### src/rtl/frogger_life_controller_pkg.sv
// Shared definitions for the frogger game-flow blocks: state encodings,
// playfield geometry and the saturating level helper.
package frogger_life_controller_pkg;

    typedef enum logic [2:0] {
        ST_IDLE      = 3'd0,
        ST_PLAY      = 3'd1,
        ST_DYING     = 3'd2,
        ST_SCORED    = 3'd3,
        ST_GAME_OVER = 3'd4
    } state_e;

    localparam int unsigned c_GAME_WIDTH     = 14;
    localparam int unsigned c_GAME_HEIGHT    = 15;
    localparam logic [5:0]  c_GOAL_ROW_DEF   = 6'd0;
    localparam logic [5:0]  c_FROG_START_ROW = 6'd14;
    localparam logic [5:0]  c_FROG_START_COL = 6'd7;

    function automatic logic [3:0] sat_inc4(input logic [3:0] value, input logic [3:0] max_value);
        return (value >= max_value) ? max_value : value + 4'd1;
    endfunction

endpackage

### src/rtl/frogger_tick_timer.sv
// Loadable 4-bit down-counter advanced by the game tick; flags expiry when the
// tick arrives with one tick left. A load on the same edge takes precedence.
module frogger_tick_timer (
    input  logic       i_Clk,
    input  logic       i_Reset,
    input  logic       i_Load,
    input  logic [3:0] i_Load_Value,
    input  logic       i_Tick,
    output logic       o_Expire
);

    logic [3:0] count_r;

    // Countdown register: load wins over tick, zero holds.
    always_ff @(posedge i_Clk) begin
        if (i_Reset) begin
            count_r <= 4'd0;
        end else if (i_Load) begin
            count_r <= i_Load_Value;
        end else if (i_Tick && (count_r != 4'd0)) begin
            count_r <= count_r - 4'd1;
        end else begin
            count_r <= count_r;
        end
    end

    assign o_Expire = i_Tick && !i_Load && (count_r == 4'd1);

endmodule

### src/rtl/frogger_life_controller.sv
// Game-flow FSM: turns collision / goal events into DYING and SCORED freezes,
// owns lives and level, and pulses respawn whenever play resumes.
module frogger_life_controller
    import frogger_life_controller_pkg::*;
#(
    parameter int unsigned c_START_LIVES = 3,
    parameter int unsigned c_DEATH_TICKS = 8,
    parameter int unsigned c_SCORE_TICKS = 4,
    parameter int unsigned c_GOAL_ROW    = 0,
    parameter int unsigned c_LEVEL_MAX   = 15
) (
    input  logic       i_Clk,
    input  logic       i_Reset,
    input  logic       i_Tick,
    input  logic       i_Start,
    input  logic       i_Collided,
    input  logic [5:0] i_Frogger_Y,
    output logic       o_Respawn,
    output logic       o_Freeze,
    output logic       o_Blink,
    output logic [2:0] o_Lives,
    output logic [3:0] o_Level,
    output logic       o_Game_Over,
    output logic [2:0] o_State
);

    localparam logic [2:0] c_LIVES_INIT = 3'(c_START_LIVES);
    localparam logic [3:0] c_DEATH_LOAD = 4'(c_DEATH_TICKS);
    localparam logic [3:0] c_SCORE_LOAD = 4'(c_SCORE_TICKS);
    localparam logic [5:0] c_GOAL_Y     = 6'(c_GOAL_ROW);
    localparam logic [3:0] c_LEVEL_TOP  = 4'(c_LEVEL_MAX);

    state_e     state_r;
    logic [2:0] lives_r;
    logic [3:0] level_r;
    logic       respawn_r;
    logic       freeze_r;
    logic       blink_r;
    logic       game_over_r;

    logic       goal_s;
    logic       timer_load_s;
    logic [3:0] timer_value_s;
    logic       timer_expire_s;

    assign goal_s = (i_Frogger_Y == c_GOAL_Y);

    // Timer load decode: only leaving PLAY arms the freeze timer, collision first.
    always_comb begin
        timer_load_s  = 1'b0;
        timer_value_s = 4'd0;
        if (state_r == ST_PLAY) begin
            if (i_Collided) begin
                timer_load_s  = 1'b1;
                timer_value_s = c_DEATH_LOAD;
            end else if (goal_s) begin
                timer_load_s  = 1'b1;
                timer_value_s = c_SCORE_LOAD;
            end else begin
                timer_load_s  = 1'b0;
                timer_value_s = 4'd0;
            end
        end else begin
            timer_load_s  = 1'b0;
            timer_value_s = 4'd0;
        end
    end

    frogger_tick_timer u_timer (
        .i_Clk        (i_Clk),
        .i_Reset      (i_Reset),
        .i_Load       (timer_load_s),
        .i_Load_Value (timer_value_s),
        .i_Tick       (i_Tick),
        .o_Expire     (timer_expire_s)
    );

    // Game-flow FSM with lives, level and all registered status outputs.
    always_ff @(posedge i_Clk) begin
        if (i_Reset) begin
            state_r     <= ST_IDLE;
            lives_r     <= c_LIVES_INIT;
            level_r     <= 4'd0;
            respawn_r   <= 1'b0;
            freeze_r    <= 1'b1;
            blink_r     <= 1'b0;
            game_over_r <= 1'b0;
        end else begin
            respawn_r <= 1'b0;
            case (state_r)
                ST_IDLE: begin
                    if (i_Start) begin
                        state_r   <= ST_PLAY;
                        lives_r   <= c_LIVES_INIT;
                        level_r   <= 4'd0;
                        respawn_r <= 1'b1;
                        freeze_r  <= 1'b0;
                    end
                end
                ST_PLAY: begin
                    if (i_Collided) begin
                        state_r  <= ST_DYING;
                        lives_r  <= lives_r - 3'd1;
                        freeze_r <= 1'b1;
                    end else if (goal_s) begin
                        state_r  <= ST_SCORED;
                        level_r  <= sat_inc4(level_r, c_LEVEL_TOP);
                        freeze_r <= 1'b1;
                    end
                end
                ST_DYING: begin
                    // The expiring tick clears blink instead of toggling it.
                    if (timer_expire_s) begin
                        blink_r <= 1'b0;
                        if (lives_r == 3'd0) begin
                            state_r     <= ST_GAME_OVER;
                            game_over_r <= 1'b1;
                        end else begin
                            state_r   <= ST_PLAY;
                            respawn_r <= 1'b1;
                            freeze_r  <= 1'b0;
                        end
                    end else if (i_Tick) begin
                        blink_r <= ~blink_r;
                    end
                end
                ST_SCORED: begin
                    if (timer_expire_s) begin
                        state_r   <= ST_PLAY;
                        respawn_r <= 1'b1;
                        freeze_r  <= 1'b0;
                    end
                end
                ST_GAME_OVER: begin
                    if (i_Start) begin
                        state_r     <= ST_PLAY;
                        lives_r     <= c_LIVES_INIT;
                        level_r     <= 4'd0;
                        respawn_r   <= 1'b1;
                        freeze_r    <= 1'b0;
                        game_over_r <= 1'b0;
                    end
                end
                default: begin
                    state_r     <= ST_IDLE;
                    freeze_r    <= 1'b1;
                    blink_r     <= 1'b0;
                    game_over_r <= 1'b0;
                end
            endcase
        end
    end

    assign o_Respawn   = respawn_r;
    assign o_Freeze    = freeze_r;
    assign o_Blink     = blink_r;
    assign o_Lives     = lives_r;
    assign o_Level     = level_r;
    assign o_Game_Over = game_over_r;
    assign o_State     = state_r;

endmodule

### config.mk
export PLATFORM = sky130hd
export DESIGN_NAME = frogger_life_controller
export DESIGN_NICKNAME = d
export VERILOG_FILES = /design/src/rtl/frogger_life_controller_pkg.sv /design/src/rtl/frogger_tick_timer.sv /design/src/rtl/frogger_life_controller.sv
export SDC_FILE = /design/constraint.sdc
export NUM_CORES = 1
export LEC_CHECK = 0
export ABC_CLOCK_PERIOD_IN_PS = 1400
export CAP_MARGIN = 20
export CORE_MARGIN = 10
export CORE_UTILIZATION = 35
export DETAILED_ROUTE_END_ITERATION = 16
export PLACE_DENSITY_LB_ADDON = 0.25
export RECOVER_POWER = 50
export SLEW_MARGIN = 25
export SYNTH_ARGS = -nofsm -noshare
export SYNTH_HDL_FRONTEND = slang
export SYNTH_SLANG_ARGS = --single-unit
### constraint.sdc
create_clock -name i_Clk -period 1.4 [get_ports i_Clk]
set_input_delay 0.14 -clock i_Clk [delete_from_list [all_inputs] [get_ports i_Clk]]
set_output_delay 0.14 -clock i_Clk [all_outputs]
set_load 0.02 [all_outputs]
# Yosys cells after proc, flatten, opt, wreduce, memory -nomap -nowiden
# Index checks and enable logic that the tools add are counted.
# classes
n_addsub,3
magnitude_cmp,1
n_eq_ne,16
n_mux,41
bitwise_logic,3
n_reduce_logical,19
# ops
operator,count
$mux W4,8
$mux W3,9
$mux W1,17
$ne A2 B2 Y1 const B,8
$pmux W3 S4,1
$reduce_and A4 Y1,3
$pmux W4 S2,1
$eq A3 B2 Y1 const B,2
$logic_not A3 Y1,2
$logic_not A6 Y1,1
$ne A3 B3 Y1 const B,2
$pmux W1 S3,2
$pmux W3 S2,1
$reduce_and A5 Y1,1
$add A4 B1 Y4 const B,1
$eq A4 B1 Y1 const B,1
$ge A4 B4 Y1 const B,1
$pmux W1 S4,1
$reduce_bool A2 Y1,2
$reduce_bool A4 Y1,1
$reduce_or A4 Y1,1
$sub A4 B1 Y4 const B,1
$eq A3 B1 Y1 const B,1
$eq A3 B3 Y1 const B,1
other kinds (10),14
# totals
regBits,18
inputBits,11
out_inout_bits,14
word_cells,91

# Logic depth before layout (Yosys ltp)
# Gate-level depths: netlist of run 1.
# logic_depth
depth_word,9
ltp_mapped,6
mapped_depth_nobuf,6

# Cells and area by module
# A second synthesis of run 1 with hierarchy kept.
# unflattened
hier_cells,127
hier_area_um2,1129.8
# modules_own_cells
module,n_inst,cells_each,area_each_um2,seq_area_each_um2
frogger_life_controller,1,96,862.1,280.3
frogger_tick_timer,1,31,267.8,80.1

# Worst setup path after synthesis of run 1
# No wires, ideal clock.
# synth_timing
path_type,reg2reg
startpoint,"register lives_r[0], in the netlist o_Lives[0]"
endpoint,"register freeze_r, in the netlist o_Freeze"
setup_ps,122
arrival_ps,1653
t_required_ps,1278
path_slack_ps,-375
stages_incl_launch_ff,7
path_buffers,0
period_less_slack_ps,1775
path_cell_list,dfxtp_1 inv_1 ha_1 or3b_1 nor2_1 o41a_1 a311o_1
# synth_via
elab_chain_len,3
# synth_lines
element,line,source
from (decl),frogger_life_controller.sv:34,logic [2:0] lives_r;
from (signal assigned),frogger_life_controller.sv:82,lives_r <= c_LIVES_INIT;
from (signal assigned),frogger_life_controller.sv:94,lives_r <= c_LIVES_INIT;
from (signal assigned),frogger_life_controller.sv:103,lives_r <= lives_r - 3'd1;
$logic_not A3 Y1,frogger_life_controller.sv:115,if (lives_r == 3'd0) begin
$ne A2 B2 Y1 (no source line),-,
$reduce_and A5 Y1 (no source line),-,
to (signal assigned),frogger_life_controller.sv:108,freeze_r <= 1'b1;
to (signal assigned),frogger_life_controller.sv:121,freeze_r <= 1'b0;
to (signal assigned),frogger_life_controller.sv:131,freeze_r <= 1'b0;
to (decl),frogger_life_controller.sv:37,logic freeze_r;
# Every way passes these cells.
# A chain may end at the register's enable or synchronous reset.

# Worst setup path after layout of run 1
# layout_timing
startpoint,register u_timer.count_r[1]
endpoint,"register freeze_r, in the netlist o_Freeze"
# layout_via
elab_chain_len,4
elab_cells_between_ends,5
classes_between,eq/ne (3); reduce/logical (2)
# layout_lines
element,line,source
from (decl),frogger_tick_timer.sv:12,logic [3:0] count_r;
from (signal assigned),frogger_tick_timer.sv:19,count_r <= i_Load_Value;
from (signal assigned),frogger_tick_timer.sv:21,count_r <= count_r - 4'd1;
from (signal assigned),frogger_tick_timer.sv:23,count_r <= count_r;
$eq A4 B1 Y1 *,frogger_tick_timer.sv:27,assign o_Expire = i_Tick && !i_Load && (count_r == 4'd1);
$logic_and A1 B1 Y1 *,frogger_tick_timer.sv:27,
$ne A2 B2 Y1 (no source line),-,
$reduce_and A5 Y1 (no source line) *,-,
to (signal assigned),frogger_life_controller.sv:85,freeze_r <= 1'b1;
to (signal assigned),frogger_life_controller.sv:97,freeze_r <= 1'b0;
to (signal assigned),frogger_life_controller.sv:104,freeze_r <= 1'b1;
# Mark *: on every way between the ends. The rest lies on a longest branch, timed or not.

==> results of run 1 <==
[routing by layer]
metal  global-route usage, %  up-vias  wire [µm]
met5                       0        -          0
met4                    3.72        0         28
met3                    2.91        4        139
met2                    19.2       36       1690
met1                    13.9      583       1560
li1                        -      603          -
[cell type report]
| class | instances | area, µm² | share of cell area, % |
|---|---|---|---|
| Multi-Input combinational cell | 94 | 855 | 45.1 |
| Tap cell | 44 | 55.1 | 2.91 |
| Timing Repair Buffer | 66 | 543 | 28.7 |
| Sequential cell | 18 | 379 | 20.0 |
| Inverter | 8 | 35.0 | 1.85 |
| Clock buffer | 4 | 26.3 | 1.39 |
[state kept, by name (all words and copies together) (netlist names)]
signal           cells
o_Blink              1
o_Freeze             1
o_Game_Over          1
o_Level              4
o_Lives              3
o_Respawn            1
o_State              3
u_timer.count_r      4
[what timing repair did]
item,in CTS,in global routing
endpoints found under the hold margin,0,0
pin swaps,5,11
resized for setup,31,18
setup buffers,6,5
endpoints found under the setup margin,21,18
[path summary, 6_finish.rpt]
check,to,start,cells past startpoint,slack (ns)
min reg2reg,o_Game_Over$_SDFFE_PP0P_,o_Game_Over$_SDFFE_PP0P_,2,0.47
max reg2reg,o_Freeze$_SDFFE_PP1P_,u_timer.count_r[1]$_SDFFE_PP0P_,6,-0.20
max,o_Freeze$_SDFFE_PP1P_,u_timer.count_r[1]$_SDFFE_PP0P_,6,-0.20
min,o_State[2]$_SDFFE_PP0P_,i_Frogger_Y[2],5,0.39
[logic make-up after synthesis]
family | after synthesis | share of synthesized area [%]
AND/OR/NAND/NOR | 49 | 30.0
AO/OA/AOI/OAI | 36 | 24.7
flip-flops | 18 | 31.9
buffers and inverters | 12 | 4.87
adder cells (fa/ha/maj) | 5 | 5.53
XOR/XNOR | 4 | 3.10
[worst min-delay path, cell delays in order]
cell and delay (ns):
dlymetal6s2s_1 0.15, or4_4 0.18, o31ai_4 0.07, nand3_2 0.07, a21oi_2 0.04
[report_power, final]
group / switching, mW / total [mW] / internal, mW
combinational: 0.478 / 1.09 / 0.615
clock: 0.190 / 0.301 / 0.111
sequential: 0.0567 / 0.648 / 0.591
total: 0.724 / 2.04 / 1.32
[cell usage in the layout (no fill, tap or decap), types with 2 or more instances in the layout]
cell type	Yosys	final
buf_4	0	39
dlygate4sd2_1	0	14
dfxtp_1	18	9
nand3_1	9	7
nand2_1	7	6
nor2_1	8	6
a21oi_1	8	6
clkdlybuf4s50_1	0	6
dfxtp_2	0	6
inv_1	8	4
a221oi_2	2	3
nor3b_1	3	3
a211oi_1	3	3
nor3_1	4	3
ha_4	0	3
clkbuf_4	0	3
clkbuf_1	1	3
dfxtp_4	0	3
inv_2	0	2
inv_4	0	2
o21ai_2	0	2
a21oi_2	0	2
nor2_2	1	2
nand2b_1	2	2
nand3_2	0	2
xnor2_1	3	2
ha_1	5	2
buf_6	1	2
==> summary.md, run 1 <==
| Metric | Value |
|---|---|
| Status | `finished, violations left` |
| Violated checks | `setup timing` |
| Die ar. | `0.00591 mm²` |
| Num rows | `20` |
| TritonCTS Buffers | `3` |
| Layout Cells excl Fill | `234` |
| Pin count of the biggest net entering global routing | `17` |
| Startpoint types | `flip-flop` |
| Bufs on Longest Clock Path | `2` |
| DP Cell Count | `221` |
| Share of cells above drive strength 1 | `49.5%` |
| Post-CTS Hold Fix Bufs | `0` |
| Cell with the most instances after synthesis | `dfxtp_1` |
| Synth top cells by count | `dfxtp_1, nand3_1, a21oi_1, inv_1, nor2_1` |
| Crit Path Max Fanout | `2` |
| Setup WS pre-CTS | `-0.485 ns` |
| RSZ-0062 raised after global routing | `yes` |
| Post-synth EDFFs | `0` |
| Syn nets | `140` |
| CP cell instances | `inv_2, ha_4, and4bb_2, nor2_2, o41a_1, a311o_1` |
| Core Area | `0.00308 mm²` |
| Worst EP arrival | `1.81 ns` |
| Family with the most delay on the worst path | `compound AO/OA/AOI/OAI gates` |
| Slowest cell on crit path | `o41a_1` |
| Num ports | `25` |
| Vias/cell | `5.24` |
| Fin Setup TNS | `-0.337 ns` |
| Yosys warns | `0` |
| Cell count after synthesis | `124` |
| Nets | `207` |
| Reg clk slew, reported paths | `0.12 ns` |
| Synth top area share | `31.9%` |
| H-tree depth | `1` |
| Fill cell count | `246` |
| GRT overflow | `0` |
| Synth Register Bits | `18` |
| Later-pin clock latency in the skew report | `0.31 ns` |
| Fin worst setup slack | `-0.197 ns` |
| Number of global-route vias before repair | `1270` |
| Element type at the critical path end | `flip-flop` |
| Highest ir drop seen on vdd | `0.786 mV` |
| Post-route cell area | `0.00189 mm²` |
| WP buf/inv | `1` |
| Sequential element share of the synthesized area | `31.9%` |
| Distinct cells, synth | `51` |
| DR pass1 iterations | `4` |
| N_diodes | `0` |
| Effective utilization at floorplan | `36.7%` |
| Max incr delay on CP | `0.39 ns` |
| Final setup violation count | `5` |
| PwrDens | `1080 mW/mm²` |
| Fmax | `626 MHz` |
| Die Ht | `76.8 µm` |
| Main synth FF type | `dfxtp_1` |
| Hold Vio Cnt, Final | `0` |
| WL/cell | `14.6 µm` |
| Post-Syn Area | `0.00113 mm²` |
| Req. time, crit path | `1.61 ns` |
| First-pass GRT wire length | `5.84 mm` |
| Leak | `0.784 nW` |
| Top cells by area, synth | `dfxtp_1, ha_1, nand3_1, a21oi_1, a221oi_2` |
| CTS Sinks | `18` |
| Mean post-synth cell area | `9.12 µm²` |
| Total number of vias | `1226` |
| Type of the worst setup path | `reg2reg` |
| Placed Area | `0.00171 mm²` |
| Area growth syn-to-layout | `67.4%` |
| CTS tree | `done` |
| Overall Power | `2.04 mW` |
| Final Util | `61.5%` |
| Hold Worst Slack | `0.386 ns` |
| Remaining antenna violation count | `0` |
| Final Critical Period | `1.60 ns` |
| DRT iter0 DRCs | `99` |
| DP HPWL | `2.61 mm` |
| WL final | `3.42 mm` |
| Hold Crit Class | `in2reg` |
| CTS root buf | `clkbuf_4` |
| Clock Skews | `0.00988 ns` |
| # port buffers | `24` |
| Die Wd | `76.8 µm` |
| GRT Overall Usage | `11.5%` |
| Normalized max-slew margin | `77.1%` |
| Crit share post-route | `114%` |
| Number of remaining DRC errors | `0` |
| Final Slew Violations | `0` |
| Routability cong. | `0.855` |
| Max Cap Viol | `0` |
| Ys async rst share | `0%` |
| Biggest area consumer among synthesized cells | `dfxtp_1` |
| Worst slew pin tran | `0.335 ns` |
| Initial antenna violation count | `0` |
No activity file was read; power rests on OpenSTA's default activity.
==> inputs of run 2 (changes only) <==
--- a/config.mk
+++ b/config.mk
@@ -6,7 +6,6 @@
 export NUM_CORES = 1
 export LEC_CHECK = 0
 export ABC_CLOCK_PERIOD_IN_PS = 1400
-export CAP_MARGIN = 20
 export CORE_MARGIN = 10
 export CORE_UTILIZATION = 35
 export DETAILED_ROUTE_END_ITERATION = 16
==> results of run 2 <==
Same layout as run 1: the final DEF is identical, and so are final timing and power.
